## config.mk

```make
export PLATFORM = sky130hd
export DESIGN_NAME = frame_reader
export DESIGN_NICKNAME = d
export VERILOG_FILES = /design/src/rtl/frame_reader.sv
export SDC_FILE = /design/constraint.sdc
export NUM_CORES = 1
export LEC_CHECK = 0
export CELL_PAD_IN_SITES_DETAIL_PLACEMENT = 1
export CELL_PAD_IN_SITES_GLOBAL_PLACEMENT = 1
export CORE_ASPECT_RATIO = 0.5
export CORE_MARGIN = 2
export CORE_UTILIZATION = 41
export DETAILED_ROUTE_END_ITERATION = 16
export PLACE_DENSITY_LB_ADDON = 0.2
export SLEW_MARGIN = 20
export SYNTH_ARGS = -nofsm -noshare
export SYNTH_HDL_FRONTEND = slang
export SYNTH_SLANG_ARGS = --single-unit
```

## constraint.sdc

```tcl
create_clock -name clk -period 5.52 [get_ports clk]
set_input_delay 1.38 -clock clk [delete_from_list [all_inputs] [get_ports clk]]
set_output_delay 1.38 -clock clk [all_outputs]
set_load 0.01 [all_outputs]
```

## src/rtl/frame_reader.sv

```systemverilog
// frame_reader: streams a stored frame out of the frame RAM once the write side
// reports the frame complete. A 2-entry skid FIFO absorbs the one-cycle RAM
// read latency. Reads are issued only while the FIFO plus the read in flight
// has room, so words stream back-to-back when downstream is always ready.
module frame_reader #(
  parameter int DATA_W = 8,
  parameter int ADDR_W = 11,
  parameter int DEPTH  = 2048
) (
  input  logic              clk,
  input  logic              reset,
  input  logic              start,
  output logic              rd_en,
  output logic [ADDR_W-1:0] rd_addr,
  input  logic [DATA_W-1:0] rd_data,
  output logic [DATA_W-1:0] out_data,
  output logic              out_valid,
  input  logic              out_ready,
  output logic              out_last,
  output logic              cleared,
  output logic              busy
);

  typedef enum logic [2:0] {IDLE, READ, DRAIN, DONE, REARM} state_t;

  localparam logic [ADDR_W-1:0] LAST_ADDR = ADDR_W'(DEPTH - 1);

  state_t            state;
  logic [ADDR_W-1:0] ptr;
  logic              inflight;       // read issued last cycle, data on rd_data now
  logic              inflight_last;  // that read was address DEPTH-1

  // FIFO head drives the stream outputs; tail is the second slot
  logic [DATA_W-1:0] h_data, t_data;
  logic              h_vld, t_vld, h_last, t_last;

  logic       pop;
  logic [2:0] occ;
  logic       issue;

  // words buffered or on their way, and whether one more read fits
  assign pop   = h_vld & out_ready;
  assign occ   = {2'b0, h_vld} + {2'b0, t_vld} + {2'b0, inflight};
  assign issue = (state == READ) && (occ < (3'd2 + {2'b0, pop}));

  assign rd_en     = issue;
  assign rd_addr   = ptr;
  assign out_data  = h_data;
  assign out_valid = h_vld;
  assign out_last  = h_last;
  assign cleared   = (state == DONE);
  assign busy      = (state != IDLE);

  // Frame sequencing: arm on start, walk the address range, drain, pulse, rearm
  always_ff @(posedge clk) begin
    if (reset) begin
      state <= IDLE;
      ptr   <= '0;
    end else begin
      case (state)
        IDLE: begin
          if (start) begin
            ptr   <= '0;
            state <= READ;
          end
        end
        READ: begin
          if (issue) begin
            if (ptr == LAST_ADDR) state <= DRAIN;
            else                  ptr   <= ptr + 1'b1;
          end
        end
        DRAIN: begin
          // nothing buffered or in flight after this cycle's transfer
          if (occ == {2'b0, pop}) state <= DONE;
        end
        DONE: begin
          ptr   <= '0;
          state <= REARM;
        end
        REARM: begin
          // a start left high from this frame must not start another
          if (!start) state <= IDLE;
        end
        default: state <= IDLE;
      endcase
    end
  end

  // Track the read whose data appears on rd_data next cycle
  always_ff @(posedge clk) begin
    if (reset) begin
      inflight      <= 1'b0;
      inflight_last <= 1'b0;
    end else begin
      inflight      <= issue;
      inflight_last <= issue && (ptr == LAST_ADDR);
    end
  end

  // Two-slot FIFO: capture rd_data the cycle it is valid, advance on transfer
  always_ff @(posedge clk) begin
    if (reset) begin
      h_data <= '0;
      h_last <= 1'b0;
      h_vld  <= 1'b0;
      t_data <= '0;
      t_last <= 1'b0;
      t_vld  <= 1'b0;
    end else if (pop) begin
      if (t_vld) begin
        h_data <= t_data;
        h_last <= t_last;
        if (inflight) begin
          t_data <= rd_data;
          t_last <= inflight_last;
        end else begin
          t_vld <= 1'b0;
        end
      end else if (inflight) begin
        h_data <= rd_data;
        h_last <= inflight_last;
      end else begin
        h_vld <= 1'b0;
      end
    end else if (inflight) begin
      // the issue rule guarantees a free slot here
      if (!h_vld) begin
        h_data <= rd_data;
        h_last <= inflight_last;
        h_vld  <= 1'b1;
      end else begin
        t_data <= rd_data;
        t_last <= inflight_last;
        t_vld  <= 1'b1;
      end
    end
  end

endmodule

```

After elaboration in Yosys (flattened, before gate mapping)

Index checks and enable logic that the tools add are counted.

Add/sub/neg operators: 4
Magnitude comparators: 1
Equality and inequality tests: 17
Mux-type cells: 37
Bitwise logic cells: 1
Reductions and logical operators: 14

Operator list:

| kind                  | count |
|---|---|
| $mux 8                | 9 |
| $mux 11               | 3 |
| $pmux 11 s3           | 1 |
| $mux 1                | 18 |
| $ne 2x2->1 const B    | 9 |
| $mux 3                | 5 |
| $pmux 3 s5            | 1 |
| $add 11x1->11 const B | 1 |
| $eq 11x11->1 const B  | 1 |
| $reduce_and 4->1      | 2 |
| $eq 3x2->1 const B    | 2 |
| $reduce_and 3->1      | 2 |
| $reduce_bool 2->1     | 3 |
| $reduce_bool 3->1     | 2 |
| $reduce_and 5->1      | 1 |
| $ne 2x1->1 const B    | 2 |
| $add 2x1->3           | 1 |
| $add 2x1->3 const A   | 1 |
| $eq 3x1->1            | 1 |
| $eq 3x1->1 const B    | 1 |
| $eq 3x3->1 const B    | 1 |
| $logic_not 3->1       | 1 |
| $lt 3x3->1            | 1 |
| $add 1x1->2           | 1 |
| 3 further kinds       | 4 |

Bits in registers: 36
Bits of input ports: 12
Output and inout port bits: 24
Word-level logic and storage cells: 84

Depth between registers and ports, before layout

Word-level depth: 6
Depth in mapped cells: 6
Depth with buffers taken out: 5

Least setup slack after synthesis

Ideal clock, no wire load.

Kind: input to output
From: input port out_ready
To: output port rd_en
Arrival time: 1.785 ns
Data required time: 4.140 ns
Setup slack: 2.355 ns
Cell stages on the path: 2
Path buffers: 0
Cells stage by stage: nand3b_1 > a21oi_1

Word-level cells in the longest chain between the ends: 4

Ends and longest elaborated chain:

| what              | RTL line | text |
|---|---|---|
| from (decl)       | 18       | `input logic out_ready,` |
| $and 1x1->1       | 42       | `assign pop = h_vld & out_ready;` |
| $add 2x1->3       | 44       | `assign issue = (state == READ) && (occ < (3'd2 + {2'b0, pop}));` |
| $lt 3x3->1        | 44       |  |
| $logic_and 1x1->1 | 44       |  |
| to (decl)         | 13       | `output logic rd_en,` |

Every way passes these cells.

Final worst setup path

Ends and elaborated chain as after synthesis.

==> results.json <==
{
  "final_layout_size_suffix_gt1_frac": 0.08108,
  "synth.top_cell.area_share": 0.4150,
  "post-place-cells": 268,
  "crit_path_top_delay_cell": "sky130_fd_sc_hd__clkdlybuf4s50_1",
  "power.leakage_nw": 0.9022,
  "slew_viol_final": 0,
  "synthesis.area_per_instance_um2": 9.238,
  "first_pass_grt_wire_length_um": 7127,
  "final.min_clock_period_ps": 4259,
  "placement_rows": 16,
  "antenna_found_initial": 0,
  "num_antenna_cells": 0,
  "vdd.ir_drop.worst_mv": 0.1052,
  "hold_path_class": "reg -> reg",
  "yosysSeqAreaShare": 0.4150,
  "cts_hold_buf": 0,
  "cap_viol_max_count": 0,
  "post_synth_num_cell_types": 46,
  "clock-skew-final_ps": 4.854,
  "synth_cells": 188,
  "num-nets-final": 235,
  "dr.max_layer_used": "met4",
  "layout_commonest_cell": "sky130_fd_sc_hd__dfxtp_1",
  "grt_setup_unrepaired": "no",
  "clock_tree.root_cell": "sky130_fd_sc_hd__clkbuf_8",
  "dominantRegCellSynth": "sky130_fd_sc_hd__dfxtp_1",
  "worstSetupPathType": "in -> out",
  "bufs_on_longest_clock_path": 2,
  "timing_worst_slew_pin_value_ps": 768.8,
  "numCtsBuffers": 5,
  "initial_utilization": 0.4359,
  "viasPerCell": 5.464,
  "fraction_of_the_cycle_the_final_worst_path_needs": 0.7715,
  "area_delta_synth_final_pct": 27.45,
  "outcome": "complete, no violations",
  "postCtsSetupBuffers": 0,
  "power_per_cell_area_mw_per_mm2": 257.8,
  "drt-wirelength-per-cell_um": 15.41,
  "cts_tree": "done",
  "timing.critical_path.cells": "clkdlybuf4s50_1 > nand3b_1 > a21oi_1 > clkdlybuf4s50_1",
  "crit_required_ps": 4140,
  "port_buffers": 35,
  "clk_latency_worst_skew_pair_ps": 290,
  "critical_path.most_common_cell": "sky130_fd_sc_hd__clkdlybuf4s50_1",
  "slew_headroom": 0.4875,
  "detailroute.wirelength.met3_um": 210,
  "path_clk_slew_ps": 70,
  "drc": 0,
  "setup_tns_ps": 0,
  "layout.cells.most_common_list": "sky130_fd_sc_hd__dfxtp_1 (36), sky130_fd_sc_hd__clkdlybuf4s50_1 (35), sky130_fd_sc_hd__nor2_1 (24)",
  "detail_route.iter0.violations": 44,
  "totalWireLength_um": 4253,
  "synth.ff_latch_count": 36,
  "longest_individual_stage_delay_on_the_worst_path_ps": 560,
  "finalSetupViolCount": 0,
  "critical_path_data_arrival_time_ps": 2880,
  "synth_top_area_cell": "sky130_fd_sc_hd__dfxtp_1",
  "worst_setup_path_start_kind": "input pin",
  "metal2_wl_um": 2010,
  "clkSinkCount": 36,
  "vias": 1508,
  "cp_max_fo": 6,
  "grt_start_max_net_pins": 27,
  "gr-total-overflow": 0,
  "fillCellCount": 485,
  "end_kind": "output pin",
  "num_io_pins": 36,
  "synthTopCellsByArea": "sky130_fd_sc_hd__dfxtp_1 (41%), sky130_fd_sc_hd__mux2i_1 (10%), sky130_fd_sc_hd__nor2_1 (5.2%), sky130_fd_sc_hd__a211oi_1 (4.8%), sky130_fd_sc_hd__a31oi_1 (4.7%)",
  "dp.final_hpwl_um": 2894,
  "floorplan.die_area_mm2": 0.004804,
  "wl_met1_um": 1974,
  "place.gp.congestion": 0.7434,
  "antenna_violating_nets_post_route": 0,
  "syn-num-nets": 202,
  "firstDrtPassIters": 4,
  "synth_enable_flop_cells": 0,
  "first_global_vias": 1537,
  "globalRouteTotalUtil": 0.1946,
  "htreeDepth": 2,
  "die_height_um": 50.02,
  "synthesis.area_mm2": 0.001737,
  "ys_async_sr_fraction": 0,
  "post_cts_sizing_count": 0,
  "synthesis.yosys.warnings": 0,
  "die_x_um": 96.04,
  "timing.fmax_mhz": 234.8,
  "placeableCoreArea_mm2": 0.003984,
  "final-hold-violation-count": 0,
  "stdcell_count": 276
}
## power breakdown
| group | internal (mW) | switching, mW | total, mW | leakage, nW |
|---|---|---|---|---|
| registers | 0.267 | 0.00718 | 0.274 | 0.292 |
| logic | 0.0329 | 0.0294 | 0.0623 | 0.556 |
| clock network | 0.134 | 0.101 | 0.235 | 0.0541 |
| total | 0.433 | 0.138 | 0.571 | 0.902 |
## registers in the layout, summed over array words and instances (netlist names)
name and flops:
t_last 1, inflight 1, out_last 1, t_vld 1, inflight_last 1, out_data 8
out_valid 1, state 3, rd_addr 11, t_data 8
## worst max-delay path: cells and delay by family
| family | cells | cell delay (ps) |
|---|---|---|
| AOI/OAI and AO/OA | 1 | 190 |
| buffers and inverters | 2 | 1110 |
| and+or+nand+nor | 1 | 200 |
## area by class of cell
class / count / area [um^2] / area share
multi-input cells: 133 / 918.4 / 0.4149
flip-flops and latches: 36 / 720.7 / 0.3256
repair buffers: 37 / 365.4 / 0.1651
clock buffers: 5 / 68.82 / 0.03109
well taps: 54 / 67.56 / 0.03053
clock inverters: 3 / 42.54 / 0.01922
inverters: 8 / 30.03 / 0.01357
## stage by stage
| step | hold slack (ps) | setup WS [ps] | cell area [um^2] | power [mW] | util |
|---|---|---|---|---|---|
| 2_1_floorplan | 460.1 | 2355 | 1737 | 0.3122 | - |
| 3_3_place_gp | 473.3 | 1310 | 2102 | 0.3395 | 0.5276 |
| 3_5_place_dp | 487.4 | 1253 | 2102 | 0.3423 | 0.5276 |
| 4_1_cts | 503.0 | 1253 | 2213 | 0.5786 | 0.5556 |
| 5_1_grt | 529.9 | 1175 | 2213 | 0.5925 | 0.5556 |
| 6_report | 495.3 | 1261 | 2213 | 0.5706 | 0.5556 |
## path summary, 6_finish.rpt
| check | start | end | slack (ps) | depth (start not counted) |
|---|---|---|---|---|
| hold / removal | inflight_last | t_last | 500 | 2 |
| setup / recovery | out_ready | rd_en | 1260 | 4 |
| hold reg to reg | inflight_last | t_last | 500 | 2 |
| setup reg to reg | out_valid | rd_addr[4] | 3150 | 5 |
## routing by layer
metal  track usage  vias to the layer above
met2        0.3368                       30
li1              -                      747
met3       0.06269                        7
met5             0                        -
met4       0.07143                        0
met1        0.2239                      724
## synth_stat cells, types with 2 or more instances
cell type,number
sky130_fd_sc_hd__a21oi_1,6
sky130_fd_sc_hd__buf_2,6
sky130_fd_sc_hd__buf_6,2
sky130_fd_sc_hd__nand4_1,3
sky130_fd_sc_hd__nand3b_1,2
sky130_fd_sc_hd__nor2b_1,3
sky130_fd_sc_hd__a211oi_1,11
sky130_fd_sc_hd__inv_1,8
sky130_fd_sc_hd__or3_1,2
sky130_fd_sc_hd__o21ai_0,4
sky130_fd_sc_hd__nor2_1,24
sky130_fd_sc_hd__mux2i_1,18
sky130_fd_sc_hd__nor3_1,3
sky130_fd_sc_hd__a31oi_1,13
sky130_fd_sc_hd__o211ai_1,3
sky130_fd_sc_hd__dfxtp_1,36
sky130_fd_sc_hd__nand2_1,9
sky130_fd_sc_hd__nand3_1,4
sky130_fd_sc_hd__or2b_1,4
## logic make-up (layout without fill, tap and decap cells)
| kind of cell | Yosys count | in the layout | synth area share |
|---|---|---|---|
| buffers and inverters | 19 | 53 | 0.05619 |
| and+or+nand+nor | 65 | 65 | 0.2068 |
| DFF | 36 | 36 | 0.4150 |
| AOI/OAI and AO/OA | 48 | 48 | 0.1996 |
| muxes | 18 | 18 | 0.1037 |
| adders and majority gates | 2 | 2 | 0.01873 |
(Power assumes the default switching activity.)
